File: config.mk
export PLATFORM = sky130hd
export DESIGN_NAME = contador_updown_param
export DESIGN_NICKNAME = d
export VERILOG_FILES = /design/src/rtl/contador_updown_param.sv
export SDC_FILE = /design/constraint.sdc
export NUM_CORES = 1
export LEC_CHECK = 0
export BUFFER_PORTS_ARGS = -buffer_cell sky130_fd_sc_hd__clkbuf_2
export CAP_MARGIN = 15
export CORE_MARGIN = 2
export CORE_UTILIZATION = 50
export CTS_BUF_LIST = sky130_fd_sc_hd__clkbuf_4
export CTS_CLUSTER_DIAMETER = 120
export DETAILED_ROUTE_END_ITERATION = 16
export PLACE_DENSITY = 0.85
export SYNTH_ARGS = -nofsm -noshare
export SYNTH_HDL_FRONTEND = slang
export SYNTH_SLANG_ARGS = --single-unit
File: constraint.sdc
create_clock -name clk -period 2.34 [get_ports clk]
set_input_delay 0.468 -clock clk [delete_from_list [all_inputs] [get_ports clk]]
set_output_delay 0.468 -clock clk [all_outputs]
set_load 0.05 [all_outputs]
File: src/rtl/contador_updown_param.sv
// Parameterised up/down counter with a configurable [MIN_VAL, MAX_VAL] range and step.
// On a bound crossing it either wraps or clamps, and it reports the crossing as a pulse and as a sticky flag.
module contador_updown_param #(
    parameter int unsigned WIDTH     = 8,
    parameter int unsigned RESET_VAL = 106,
    parameter int unsigned MIN_VAL   = 0,
    parameter int unsigned MAX_VAL   = 255,
    parameter int unsigned STEP      = 1,
    parameter int unsigned SATURATE  = 0
) (
    input  logic             clk,
    input  logic             rst,
    input  logic             en,
    input  logic             acrescer,
    input  logic             decrecer,
    input  logic             carregar,
    input  logic [WIDTH-1:0] valor_carga,
    input  logic             limpar,
    output logic [WIDTH-1:0] saida,
    output logic             em_max,
    output logic             em_min,
    output logic             estouro,
    output logic             estouro_fixo
);

    localparam longint unsigned LIMIT = (64'd1 << WIDTH) - 64'd1;
    localparam bit LEGAL = (WIDTH >= 2) && (WIDTH <= 32)
                        && (MIN_VAL <= RESET_VAL) && (RESET_VAL <= MAX_VAL)
                        && (64'(MAX_VAL) <= LIMIT)
                        && (STEP >= 1)
                        && (64'(STEP) <= 64'(MAX_VAL) - 64'(MIN_VAL) + 64'd1);

    if (!LEGAL) begin : g_illegal_params
        $error("contador_updown_param: illegal parameter set");
    end

    // One extra bit keeps saida+STEP and MIN_VAL+STEP exact before any wrap/clamp decision.
    localparam logic [WIDTH:0] MIN_X  = (WIDTH+1)'(MIN_VAL);
    localparam logic [WIDTH:0] MAX_X  = (WIDTH+1)'(MAX_VAL);
    localparam logic [WIDTH:0] STEP_X = (WIDTH+1)'(STEP);
    localparam logic [WIDTH:0] ONE_X  = (WIDTH+1)'(1);
    localparam logic [WIDTH-1:0] RESET_W = WIDTH'(RESET_VAL);

    typedef enum logic [1:0] {
        OP_HOLD,
        OP_LOAD,
        OP_UP,
        OP_DOWN
    } op_e;

    op_e              op;
    logic [WIDTH:0]   cur_x;
    logic [WIDTH:0]   load_x;
    logic [WIDTH:0]   sum_up;
    logic [WIDTH:0]   down_floor;
    logic             cross_up;
    logic             cross_dn;
    logic             crossing;
    logic [WIDTH-1:0] next_val;

    assign cur_x      = {1'b0, saida};
    assign load_x     = {1'b0, valor_carga};
    assign sum_up     = cur_x + STEP_X;
    assign down_floor = MIN_X + STEP_X;
    assign cross_up   = sum_up > MAX_X;
    assign cross_dn   = cur_x < down_floor;

    // Load beats counting; simultaneous up and down requests cancel to a hold.
    always_comb begin
        op = OP_HOLD;
        if (carregar)
            op = OP_LOAD;
        else if (en && acrescer && !decrecer)
            op = OP_UP;
        else if (en && !acrescer && decrecer)
            op = OP_DOWN;
    end

    // NOTE: every output of this block gets a default first, so no path leaves it unassigned and no latch is inferred.
    always_comb begin
        next_val = saida;
        crossing = 1'b0;
        case (op)
            OP_LOAD: begin
                if (load_x < MIN_X)
                    next_val = WIDTH'(MIN_X);
                else if (load_x > MAX_X)
                    next_val = WIDTH'(MAX_X);
                else
                    next_val = valor_carga;
            end
            OP_UP: begin
                if (cross_up) begin
                    crossing = 1'b1;
                    if (SATURATE != 0)
                        next_val = WIDTH'(MAX_X);
                    else
                        next_val = WIDTH'(MIN_X + (sum_up - MAX_X - ONE_X));
                end else begin
                    next_val = WIDTH'(sum_up);
                end
            end
            OP_DOWN: begin
                if (cross_dn) begin
                    crossing = 1'b1;
                    if (SATURATE != 0)
                        next_val = WIDTH'(MIN_X);
                    else
                        next_val = WIDTH'(MAX_X - (down_floor - cur_x - ONE_X));
                end else begin
                    next_val = WIDTH'(cur_x - STEP_X);
                end
            end
            default: begin
                next_val = saida;
            end
        endcase
    end

    // NOTE: sequential state uses non-blocking assignments so every register samples pre-edge values.
    always_ff @(posedge clk) begin
        if (rst) begin
            saida        <= RESET_W;
            estouro      <= 1'b0;
            estouro_fixo <= 1'b0;
        end else begin
            saida   <= next_val;
            estouro <= crossing;
            // A crossing in the same cycle as limpar keeps the flag set.
            if (crossing)
                estouro_fixo <= 1'b1;
            else if (limpar)
                estouro_fixo <= 1'b0;
        end
    end

    assign em_max = (cur_x == MAX_X);
    assign em_min = (cur_x == MIN_X);

endmodule

======== Word level (Yosys, flattened, before mapping) ========
Index checks and enable logic that the tools add are counted.
cells by class
  magnitude comparators ................... 4
  add/sub/neg operators ................... 7
  mux-type cells .......................... 13
  reduce and logical (&&, ||, !) cells .... 9
  equality and inequality tests ........... 4
operators with widths
  cell                                                                             count
  8-bit two-way mux                                                                4
  8-bit case mux with 3 select lines                                               1
  8-bit by 1-bit subtractor with 8-bit output, second input constant               3
  8-bit by 1-bit less-than comparator with 1-bit output, second input constant     2
  8-bit by 1-bit adder with 9-bit output, second input constant                    1
  9-bit by 8-bit greater-than comparator with 1-bit output, second input constant  1
  9-bit zero test                                                                  1
  8-bit equality test, second input constant                                       1
  8-bit greater-than comparator, second input constant                             1
  1-bit by 8-bit subtractor with 8-bit output, first input constant                1
  8-bit subtractor, first input constant                                           1
  8-bit subtractor, second input constant                                          1
  2-bit two-way mux                                                                3
  2-bit equality test, second input constant                                       2
  1-bit logical AND                                                                4
  1-bit two-way mux                                                                4
  3-bit nonzero test                                                               1
  2-bit by 1-bit equality test with 1-bit output, second input constant            1
  1-bit zero test                                                                  2
  1-bit case mux with 2 select lines                                               1
  2-bit nonzero test                                                               1
storage, ports and cells
  bits of input ports ..................... 15
  output and inout bits ................... 12
  word-level logic and storage cells ...... 40
  flip-flop bits (word level) ............. 10

======== Longest topological paths before layout ========
  depth after elaboration ................. 9
  gate-level depth with buffers ........... 8

======== Least setup slack after synthesis ========
Ideal clock, no wire load.
  path type ............................... reg2out
  from .................................... register saida[0]
  to ...................................... output em_min
  arrival time ............................ 2.498 ns
  cell stages (with the launch flop) ...... 7
  path slack .............................. -0.626 ns
  cells stage by stage .................... dfxtp_1 clkbuf_1 inv_1 ha_1 nor3b_1 nand2_1 nor3_1
on the way
  cells in the longest elaborated chain, start to end .. 1
RTL lines
  item                      line  source
  start: declaration        19    output logic [WIDTH-1:0] saida,
  start signal: assignment  127   saida <= next_val;
  9-bit zero test           138   assign em_min = (cur_x == MIN_X);
  end: declaration          21    output logic em_min,
Every way passes these cells.

======== Worst setup path after layout ========
Same ends and word-level chain as after synthesis.

==> key figures <==
Run status
  – Status: finished clean

Timing
  – PnR worst setup slack: ~0.097 ns
  – Fmax: roughly 450 MHz
  – Setup violations, final: 0
  – Setup TNS: 0 ns
  – Period utilization: 0.959
  – Rel. slew slack: 0.692
  – Fin crit period: ~2.2 ns
  – Least-Margin Pin Slew: 0.462 ns
  – Fin. max-slew vios: 0
  – Setup Skew: 0.00657 ns
  – WHS: slightly above 0.5 ns
  – Final Hold Fails: 0

Min path
  – Hold Path Class: in -> reg

Floorplan
  – # IOs: 27
  – Core Region: 0.00175 mm²
  – Starting Density: 0.534
  – Row count: 15
  – Die Area: between 0.002 and 0.0025 mm²
  – Die Y: 47.2 µm
  – Die Width: 47.2 µm

Worst setup path
  – CP Class: reg -> out
  – Worst EP required: between 1.5 and 2 ns
  – CP delay by family, top: simple AND/OR/NAND/NOR gates
  – Buf/Inv on CP: 2
  – Crit path launch type: flop
  – Max FO, Critical Path: 10
  – CP Capture Type: output pin
  – Worst path max stage delay: between 0.3 and 0.4 ns
  – Critical Path AT: about 1.8 ns
  – CP cell instances: inv_1, ha_1, nor3b_4, nand2_1, nor3_4, clkbuf_4
  – Slowest CP cell: dfxtp_2

Pwr
  – Peak VDD IR: ~420 µV
  – Leak Pwr: about 0.50 nW
  – PD cells: 480 mW/mm²

Synth
  – Top cells by area in the synthesized netlist: dfxtp_1 21%, a221oi_1 6.6%, a21oi_1 6.4%, nor2_1 5.6%, xor2_1 5.6%
  – Seq/Total Area, Yosys: 0.215
  – Yosys Warn Count: 0
  – Synth Cell Area: a little over 900 µm²
  – Cells after Synth: ~130
  – Synth Net Count: around 150
  – Synthesized area per cell: approximately 7.3 µm²
  – Synth area leader: dfxtp_1
  – Flop and latch count out of synthesis: 10
  – Top-area cell type share of the netlist area: 0.215
  – Yosys cell types: 43

Global routing
  – First-pass GRT wire length: between 3000 and 4000 µm
  – Initial antenna violation count: 0
  – Gr usage total: 0.250
  – Largest net degree at the start of global routing: 13
  – Vias in the first global route: about 870
  – Total grt overflow: 0

Place
  – Placement Cell Area: about 0.0011 mm²
  – Gpl congestion: 0.872
  – Cells after DPL: about 170
  – Hpwl dp: 1730 µm
  – Port bufs: 26
  – Pre-CTS WS: 0.130 ns

CTS
  – Htree depth: 1
  – Root Driver: clkbuf_4
  – Hold buffer count at cts: 0
  – CTS buffer count: 3
  – Clock Tree Buf Depth: 2
  – Worst-skew pair later-pin latency: about 0.28 ns
  – CTS sink cnt: 10
  – Clk pin slew, worst setup/hold paths: 0.07 ns
  – CTS tree: done

Cells and area
  – Inserted Diodes: 0
  – Layout area overhead: 18.7%
  – Nets: 166
  – Fin area: between 0.001 and 0.0015 mm²
  – Share of post-route cells with drive strength above 1: 0.293
  – Non-filler cells in the finished layout: approximately 170

Routing
  – Via count: between 1,000 and 1,500
  – Iteration-0 DRC Markers: 14
  – Number of vias per cell: between 5 and 6
  – WL/cell: about 14 µm
  – Antenna Nets Post-Route: 0
  – DRC Markers: 0
  – Pre-antenna DRT Iters: 4
  – Routed WL: 2430 µm

Flow run
  – Max Cap Violations: 0
path summary, 6_finish.rpt:
check	startpoint	to	slack, ns	depth (start not counted)
worst min-delay path	valor_carga[2]	saida[2]$_SDFFE_PP0P_	0.52	3
worst max register to register	saida[1]$_SDFFE_PP1P_	saida[6]$_SDFFE_PP1P_	0.47	6
worst min register to register	estouro_fixo$_SDFFE_PP0P_	estouro_fixo$_SDFFE_PP0P_	0.55	2
worst max-delay path	saida[0]$_SDFFE_PP0P_	em_min	0.1	6
layer usage:
| layer | GRT usage | part of all wire |
|---|---|---|
| met5 | 0 | 0 |
| met3 | 0.0577 | 0.067 |
| met4 | 0.0889 | 0.024 |
| met2 | 0.422 | 0.49 |
| met1 | 0.311 | 0.42 |
cell usage after synthesis:
library cell,n
nor2_1,14
a21oi_1,12
dfxtp_1,10
inv_1,10
nand2_1,9
a221oi_1,7
buf_2,6
xor2_1,6
nand3_1,5
nor3_1,5
clkbuf_1,4
ha_1,3
o21ai_0,3
or2_2,3
o21bai_1,2
a2111oi_0,1
a211oi_1,1
a21o_1,1
a221o_1,1
a222oi_1,1
a2bb2oi_1,1
a31oi_1,1
and3_1,1
and3b_1,1
and4_1,1
and4bb_1,1
and4bb_2,1
buf_6,1
nand2b_1,1
nand3b_1,1
nand4_1,1
nand4bb_1,1
nor2b_1,1
nor3_2,1
nor3b_1,1
nor4_4,1
o211ai_1,1
o22ai_1,1
o31ai_1,1
o32ai_1,1
or4_1,1
or4_4,1
xnor2_1,1
registers in the layout, indices dropped and copies added, names as in the netlist:
| signal | flops |
|---|---|
| estouro | 1 |
| saida | 8 |
| estouro_fixo | 1 |
final cells by class:
| cell class | count | area [µm²] |
|---|---|---|
| clock buffer | 3 | 22.5 |
| clock inverter | 1 | 3.75 |
| fill | 164 | 639 |
| inverter | 10 | 37.5 |
| multi-input combinational | 96 | 666 |
| sequential | 10 | 203 |
| tap | 25 | 31.3 |
| timing repair buffer | 27 | 143 |
through the flow:
| step | utilization | power (mW) |
|---|---|---|
| 3_5_place_dp | 0.603 | 0.396 |
| 4_1_cts | 0.624 | 0.526 |
| 3_3_place_gp | 0.603 | 0.391 |
| 2_1_floorplan | - | 0.358 |
| 6_report | 0.634 | 0.531 |
| 5_1_grt | 0.634 | 0.561 |
placed cells by master (no fill, tap or decap), types with 4 or more instances in the layout:
cell	count
nand2_1	9
a21oi_1	12
xor2_1	6
nor3_1	4
nor2_1	13
inv_1	10
dfxtp_1	8
nand3_1	5
clkbuf_4	5
a221oi_1	7
clkbuf_2	24
logic make-up after synthesis:
group | count (synthesis) | share of synthesized area
and+or+nand+nor | 51 | 0.321
xor gates and xnor gates | 7 | 0.0658
adders and majority gates | 3 | 0.0403
AOI/OAI and AO/OA | 35 | 0.258
DFF | 10 | 0.215
buffers and inverters | 21 | 0.101
power by group:
group	switching (mW)	leakage, nW	internal, mW
clock network	0.0686	0.0154	0.0619
registers	0.0395	0.0826	0.183
logic	0.113	0.399	0.0639
worst min-delay path, cell delays in order:
cell and delay [ns]:
clkbuf_2 0.08, a21oi_1 0.12, a211oi_1 0.08
timing repair:
action | 4_1_cts | 5_1_grt
gates resized for setup | 4 | 3
setup endpoints to repair | 2 | 2
buffers inserted | 0 | 1
Power figures use the tool's default switching activity.
